$ cat src/rtl/instr_fetch_ctrl_pkg.sv
// Shared defaults, FSM encodings and elaboration helpers for the instruction fetch controller.
package instr_fetch_ctrl_pkg;

    localparam int unsigned DEF_XLEN     = 32;
    localparam int unsigned DEF_BUS_LEN  = 2;
    localparam int unsigned DEF_MAX_OUT  = 1;
    localparam logic [31:0] DEF_RESET_PC = 32'h0000_0000;

    localparam logic [0:0] ST_BOOT = 1'b0;
    localparam logic [0:0] ST_RUN  = 1'b1;

    function automatic int unsigned clog2(input int unsigned v);
        int unsigned r;
        r = 0;
        for (int unsigned i = 0; i < 32; i++) begin
            if ((32'd1 << i) < v) r = i + 1;
        end
        return r;
    endfunction

endpackage

$ cat src/rtl/instr_fetch_ctrl.sv
// Fetch-side producer for the instruction-alignment buffer: boot/redirect pulses,
// line-aligned memory requests, and in-order delivery with stale-response dropping.
module instr_fetch_ctrl
    import instr_fetch_ctrl_pkg::*;
#(
    parameter int unsigned     XLEN     = DEF_XLEN,
    parameter int unsigned     BUS_LEN  = DEF_BUS_LEN,
    parameter int unsigned     MAX_OUT  = DEF_MAX_OUT,
    parameter logic [XLEN-1:0] RESET_PC = XLEN'(DEF_RESET_PC)
) (
    input  logic                    clk,
    input  logic                    rst,
    input  logic                    core_jump_vld,
    input  logic [XLEN-1:0]         core_jump_pc,
    input  logic                    buffer_free,
    output logic                    imem_req,
    output logic [XLEN-1:0]         imem_addr,
    input  logic                    imem_gnt,
    input  logic                    imem_rvld,
    input  logic [BUS_LEN*32-1:0]   imem_rdata,
    output logic                    jump_vld,
    output logic [XLEN-1:0]         jump_pc,
    output logic                    line_vld,
    output logic [BUS_LEN*32-1:0]   line_data
);

    localparam int unsigned     BUS_OFF    = clog2(BUS_LEN * 2);
    localparam int unsigned     CW         = clog2(MAX_OUT + 2);
    localparam logic [XLEN-1:0] ALIGN_MASK = ~((XLEN'(1) << (BUS_OFF + 1)) - XLEN'(1));
    localparam logic [XLEN-1:0] LINE_STEP  = XLEN'(BUS_LEN * 4);

    logic [0:0]      state;
    logic [XLEN-1:0] fetch_addr;
    logic [XLEN-1:0] fetch_addr_next;
    logic [CW-1:0]   outstanding;
    logic [CW-1:0]   outstanding_next;
    logic [CW-1:0]   discard;
    logic [CW-1:0]   discard_next;
    logic            stale;
    logic            granted;
    logic            resp_ok;
    logic            drop;
    logic            redirect;
    logic            issue;
    logic            deliver;

    always_comb begin
        granted  = imem_req && imem_gnt;
        resp_ok  = imem_rvld && (outstanding != '0);
        drop     = resp_ok && (discard != '0);
        redirect = (state == ST_RUN) && core_jump_vld;
        deliver  = resp_ok && !drop && !redirect;

        outstanding_next = outstanding;
        if (granted && !resp_ok)
            outstanding_next = outstanding + CW'(1);
        else if (!granted && resp_ok)
            outstanding_next = outstanding - CW'(1);

        // A request left pending across a redirect is already obsolete; its
        // eventual grant becomes one more response to throw away.
        discard_next = discard;
        if (redirect)
            discard_next = outstanding_next;
        else if (granted && stale && !drop)
            discard_next = discard + CW'(1);
        else if (drop && !(granted && stale))
            discard_next = discard - CW'(1);

        // Granting an obsolete request must not advance the redirected stream.
        fetch_addr_next = fetch_addr;
        if (state == ST_BOOT)
            fetch_addr_next = RESET_PC & ALIGN_MASK;
        else if (redirect)
            fetch_addr_next = core_jump_pc & ALIGN_MASK;
        else if (granted && !stale)
            fetch_addr_next = fetch_addr + LINE_STEP;

        issue = (state == ST_RUN) && (!imem_req || imem_gnt) && buffer_free &&
                (outstanding_next < CW'(MAX_OUT)) && !core_jump_vld;
    end

    always_ff @(posedge clk or negedge rst) begin
        if (!rst) begin
            state       <= ST_BOOT;
            fetch_addr  <= '0;
            outstanding <= '0;
            discard     <= '0;
            stale       <= 1'b0;
            imem_req    <= 1'b0;
            imem_addr   <= '0;
            jump_vld    <= 1'b0;
            jump_pc     <= '0;
            line_vld    <= 1'b0;
            line_data   <= '0;
        end else begin
            state       <= ST_RUN;
            fetch_addr  <= fetch_addr_next;
            outstanding <= outstanding_next;
            discard     <= discard_next;

            jump_vld <= (state == ST_BOOT) || redirect;
            if (state == ST_BOOT)
                jump_pc <= RESET_PC;
            else if (redirect)
                jump_pc <= core_jump_pc;

            if (redirect)
                stale <= imem_req && !imem_gnt;
            else if (granted)
                stale <= 1'b0;

            if (issue) begin
                imem_req  <= 1'b1;
                imem_addr <= fetch_addr_next;
            end else if (granted) begin
                imem_req  <= 1'b0;
            end

            line_vld <= deliver;
            if (deliver)
                line_data <= imem_rdata;
        end
    end

    always_ff @(posedge clk) begin
        if (rst && imem_rvld)
            assert (outstanding != '0)
            else $error("instr_fetch_ctrl: imem_rvld with no request outstanding");
    end

endmodule

$ cat config.mk
export PLATFORM = sky130hd
export DESIGN_NAME = instr_fetch_ctrl
export DESIGN_NICKNAME = d
export VERILOG_FILES = /design/src/rtl/instr_fetch_ctrl_pkg.sv /design/src/rtl/instr_fetch_ctrl.sv
export SDC_FILE = /design/constraint.sdc
export NUM_CORES = 1
export LEC_CHECK = 0
export CAP_MARGIN = 20
export CORE_UTILIZATION = 50
export DETAILED_ROUTE_END_ITERATION = 10
export PLACE_DENSITY = 0.88
export SYNTH_ARGS = -nofsm -noshare
export SYNTH_HDL_FRONTEND = slang
export SYNTH_SLANG_ARGS = --single-unit
$ cat constraint.sdc
create_clock -name clk -period 3.4 [get_ports clk]
set_input_delay 0.68 -clock clk [delete_from_list [all_inputs] [get_ports clk]]
set_output_delay 0.68 -clock clk [all_outputs]
set_load 0.01 [all_outputs]
Yosys cells after proc, flatten, opt, wreduce, memory -nomap -nowiden

Cells that the tools add are included.

Register bits after elaboration: 169
Bits of input ports: 102
Output and inout bits: 131
Logic and storage cells: 65

Add/sub/neg operators: 5
Magnitude comparators: 1
Eq/ne operators: 1
Mux-type cells: 13
Bitwise logic cells: 1
Reductions and logical operators: 33

Operators by type and width:

| kind                                                                          | count |
|---|---|
| 32-bit two-way mux                                                            | 5 |
| 32-bit by 4-bit adder with 32-bit output (second input constant)              | 1 |
| 1-bit logical AND                                                             | 17 |
| 2-bit two-way mux                                                             | 5 |
| 1-bit logical NOT                                                             | 9 |
| 2-bit nonzero test                                                            | 4 |
| 2-bit by 1-bit adder with 2-bit output (second input constant)                | 2 |
| 2-bit by 1-bit subtractor with 2-bit output (second input constant)           | 2 |
| 1-bit two-way mux                                                             | 3 |
| 3-bit nonzero test                                                            | 1 |
| 1-bit logical OR                                                              | 2 |
| 2-bit by 1-bit less-than comparator with 1-bit output (second input constant) | 1 |
| 2-bit by 1-bit inequality test with 1-bit output (second input constant)      | 1 |
| 1-bit inverter                                                                | 1 |

Logic depth before layout (Yosys ltp)

Depth after elaboration: 9
Mapped depth: 10

Worst setup path before layout

Ideal clock, no wire load.

Path type: input-to-reg
Start: input imem_rvld
End: register imem_addr[10]
Setup time: 0.125 ns
Arrival time: 2.040 ns
Path slack: 1.236 ns
Stages on the path: 6
Path through: nor2b_1 > buf_2 > xnor3_1 > o2111ai_4 > buf_4 > mux2_2

Word-level cells in the longest chain between the ends: 7
Elaborated cells on any way between the ends: 9

RTL lines:

| item                                                    | RTL line                                       | text |
|---|---|---|
| from (decl)                                             | instr_fetch_ctrl.sv:19                         | `input logic imem_rvld,` |
| 1-bit logical AND *                                     | instr_fetch_ctrl.sv:49                         | `resp_ok = imem_rvld && (outstanding != '0);` |
| 1-bit logical AND or 1-bit logical NOT (tied branches)  | instr_fetch_ctrl.sv:57, instr_fetch_ctrl.sv:55 |  |
| 2-bit two-way mux or 1-bit logical AND (tied branches)  | instr_fetch_ctrl.sv:57, instr_fetch_ctrl.sv:55 |  |
| 2-bit two-way mux *                                     | instr_fetch_ctrl.sv:55                         | `if (granted && !resp_ok)` |
| 2-bit by 1-bit less-than comparator with 1-bit output * | instr_fetch_ctrl.sv:80                         | `(outstanding_next < CW'(MAX_OUT)) && !core_jump_vld;` |
| 1-bit logical AND *                                     | instr_fetch_ctrl.sv:79                         | `issue = (state == ST_RUN) && (!imem_req \|\| imem_gnt) && buffer_free &&` |
| 1-bit logical AND *                                     | instr_fetch_ctrl.sv:80                         |  |
| to (signal assigned)                                    | instr_fetch_ctrl.sv:115                        | `imem_addr <= fetch_addr_next;` |
| to (decl)                                               | instr_fetch_ctrl.sv:17                         | `output logic [XLEN-1:0] imem_addr,` |

Every way passes the cells marked *; elsewhere a longest branch is shown, timed or not.
A chain may end at the register's enable or synchronous reset.

Worst setup path in the final report

Start: input imem_rvld
End: register imem_addr[19]

Same word-level chain as after synthesis.

==> flow_metrics.tcl <==
set metrics [dict create \
    setup_tns_ps 0 \
    syn_nets 807 \
    nets 1034 \
    port_buffers 232 \
    clk_pin_slew_ps 60 \
    max_slew_margin 0.479 \
    p_clk_frac 0.255 \
    drive_above_1_share 0.0901 \
    final_area_um2 10400 \
    num_vias 5889 \
    cp.required_ps 3710 \
    grt_max_degree 74 \
    wl_per_cell_um 17.5 \
    synthFlopType "dfrtp_1" \
    nFillCells 993 \
    dpl_cell_area_um2 9770 \
    cts.sinks 169 \
    diodes 0 \
    cp_max_fo 35 \
    intPower_w 0.00513 \
    ir_drop_mv 0.493 \
    drt-total-wl_mm 19.7 \
    synth-async-reset-ratio 1.00 \
    final_util 0.741 \
    drv_cap 0 \
    drtAntennaViolNets 0 \
    p_leak_nw 4.76 \
    start_util 0.518 \
    power_density_nw_per_um2 727 \
    rows 43 \
    multi_input_area_um2 2850 \
    cts_made_buffers 17 \
    syn_area_per_cell_um2 10.3 \
    viasPerCell 5.24 \
    tightest_slew_ps 781 \
    drc_errors 0 \
    status "finished clean" \
    hold_buffers 0 \
    io_pins 233 \
    yosys_warnings 0 \
    dp.cells 1091 \
    die_width_um 122 \
    gp_congestion 0.813 \
    hpwl_mm 14.0 \
    cts-root-buf "clkbuf_16" \
    grt_usage 0.274 \
    rsz0062_at_grt "no" \
    comb_power_share 0.351 \
    cp_data_arrival_time_ps 2840 \
    final_cell_mix "clkdlybuf4s50_1, nand2_1, dfrtp_1" \
    grt_first_pass_wirelength_mm 31.0 \
    antenna_found_initial 0 \
    synth.distinct_cells 44 \
    seqCellArea_um2 4230 \
    power_switching_w 0.00241 \
    fin_crit_sh 0.745 \
    final_common_cell "clkdlybuf4s50_1" \
    ctsLongestPathBuffers 2 \
    synth-edff-count 0 \
    finClkSkew_ps 6.51 \
    synthCells 703 \
    cts_setup_buffers 0 \
    drt_iter0_drc 485 \
    syn_to_final_growth_pct 42.9 \
    min_path_type "in2async" \
    overflow 0 \
    ys_seq_elements 169 \
    maxSlewViolCount 0 \
    cts_tree "done" \
    grt_pass1_vias 6000 \
    insertion_delay_ps 420 \
    h-tree-depth 4 \
    cp-end-kind "register" \
    synth_seq_area_share 0.583 \
    p_seq_frac 0.394 \
    instances_no_fill 1123 \
    postCtsResizedCells 0 \
    hold_viol 0 \
    die_h_um 122 \
    dieArea_um2 15000 \
    fin_crit_ps 2530 \
    syn-cell-area_um2 7250 \
    critPathLaunchType "input pin" \
    sw_frac_of_total 0.319 \
    setup_violations 0 \
    coreArea_um2 14000 \
    max_freq_mhz 395 \
    path_class "in2reg" \
    drt-pass1-iter-count 5 \
]
==> routing by layer <==
layer | track usage | vias to the layer above | part of all wire
met5 | 0 | - | 0
met1 | 0.340 | 2897 | 0.41
li1 | - | 2764 | -
met2 | 0.450 | 187 | 0.50
met3 | 0.0688 | 41 | 0.054
met4 | 0.126 | 0 | 0.033
==> path summary, 6_finish.rpt <==
kind                                      startpoint                   endpoint  slack, ps  cells after the start
max                                        imem_rvld  imem_addr[19]$_DFFE_PN0P_        870                      6
min                                              rst     jump_pc[0]$_DFFE_PN0P_        270                      1
max reg2reg                 outstanding[1]$_DFF_PN0_  imem_addr[19]$_DFFE_PN0P_       1010                      7
min reg2reg                line_data[57]$_DFFE_PN0P_  line_data[57]$_DFFE_PN0P_        470                      2
max in group asynchronous                        rst  line_data[57]$_DFFE_PN0P_       2390                      2
min in group clk           line_data[57]$_DFFE_PN0P_  line_data[57]$_DFFE_PN0P_        470                      2
==> registers in the layout, indices dropped and copies added (netlist names), 2 cells and up <==
signal       flops
line_data       64
outstanding      2
discard          2
fetch_addr      32
imem_addr       32
jump_pc         32
==> Yosys cell counts (2+ instances only) <==
cell type,number,share of area
nand3b_1,2,0.0021
nor2_1,19,0.0098
buf_4,2,0.0021
mux2_2,20,0.031
dfrtp_1,169,0.58
o21ba_2,11,0.015
and2_1,7,0.0060
mux2i_1,33,0.046
nor4_1,4,0.0035
nand2_1,221,0.11
o21ai_0,37,0.026
nand3_1,13,0.0090
buf_2,4,0.0028
clkbuf_1,22,0.011
buf_1,6,0.0031
a21oi_1,14,0.0097
o21ai_1,2,0.0014
xor2_1,11,0.013
o21a_1,4,0.0041
and3_1,3,0.0026
xnor2_1,17,0.021
nor2b_1,35,0.030
nor3_1,4,0.0028
nand4_1,12,0.010
o31a_1,2,0.0024
inv_1,8,0.0041
nand2b_1,3,0.0026
ha_1,2,0.0035
==> critical path, cell delays in order <==
cell             delay, ps
clkdlybuf4s50_1        470
nor2b_1                330
mux2i_1                210
o2111ai_4              510
buf_12                 260
mux2_2                 360
==> power by group through the flow <==
stage,sequential [W],clock (W),combinational (W)
after floorplan,0.00319,0,0.000856
after global placement,0.00296,0,0.00256
after detailed placement,0.00299,0,0.00265
after CTS,0.00297,0.00195,0.00267
after global routing,0.00303,0.00204,0.00288
final,0.00297,0.00192,0.00264
==> through the flow <==
step / setup WS (ps) / hold slack, ps / power, W
after global placement: 555 / 456 / 0.00552
after global routing: 804 / 324 / 0.00794
after floorplan: 1240 / 384 / 0.00405
after detailed placement: 457 / 462 / 0.00564
after CTS: 902 / 299 / 0.00758
final: 868 / 274 / 0.00753
==> cell type report <==
class,count,area share
Tap cell,180,0.0217
Sequential cell,169,0.408
Timing Repair Buffer,242,0.235
Clock inverter,13,0.0142
Inverter,9,0.00326
Multi-Input combinational cell,491,0.275
Clock buffer,19,0.0427
==> kinds of logic (layout without fill, tap and decap cells) <==
| group | after synthesis | in the layout | synth area share |
|---|---|---|---|
| and+or+nand+nor | 332 | 332 | 0.210 |
| DFF | 169 | 169 | 0.583 |
| AOI/OAI and AO/OA | 74 | 74 | 0.0654 |
| muxes | 53 | 53 | 0.0766 |
| buffers and inverters | 43 | 283 | 0.0240 |
| xor gates and xnor gates | 29 | 29 | 0.0369 |
| adders and majority gates | 2 | 2 | 0.00345 |
| other | 1 | 1 | 0.000517 |
Power figures use the tool's default switching activity.
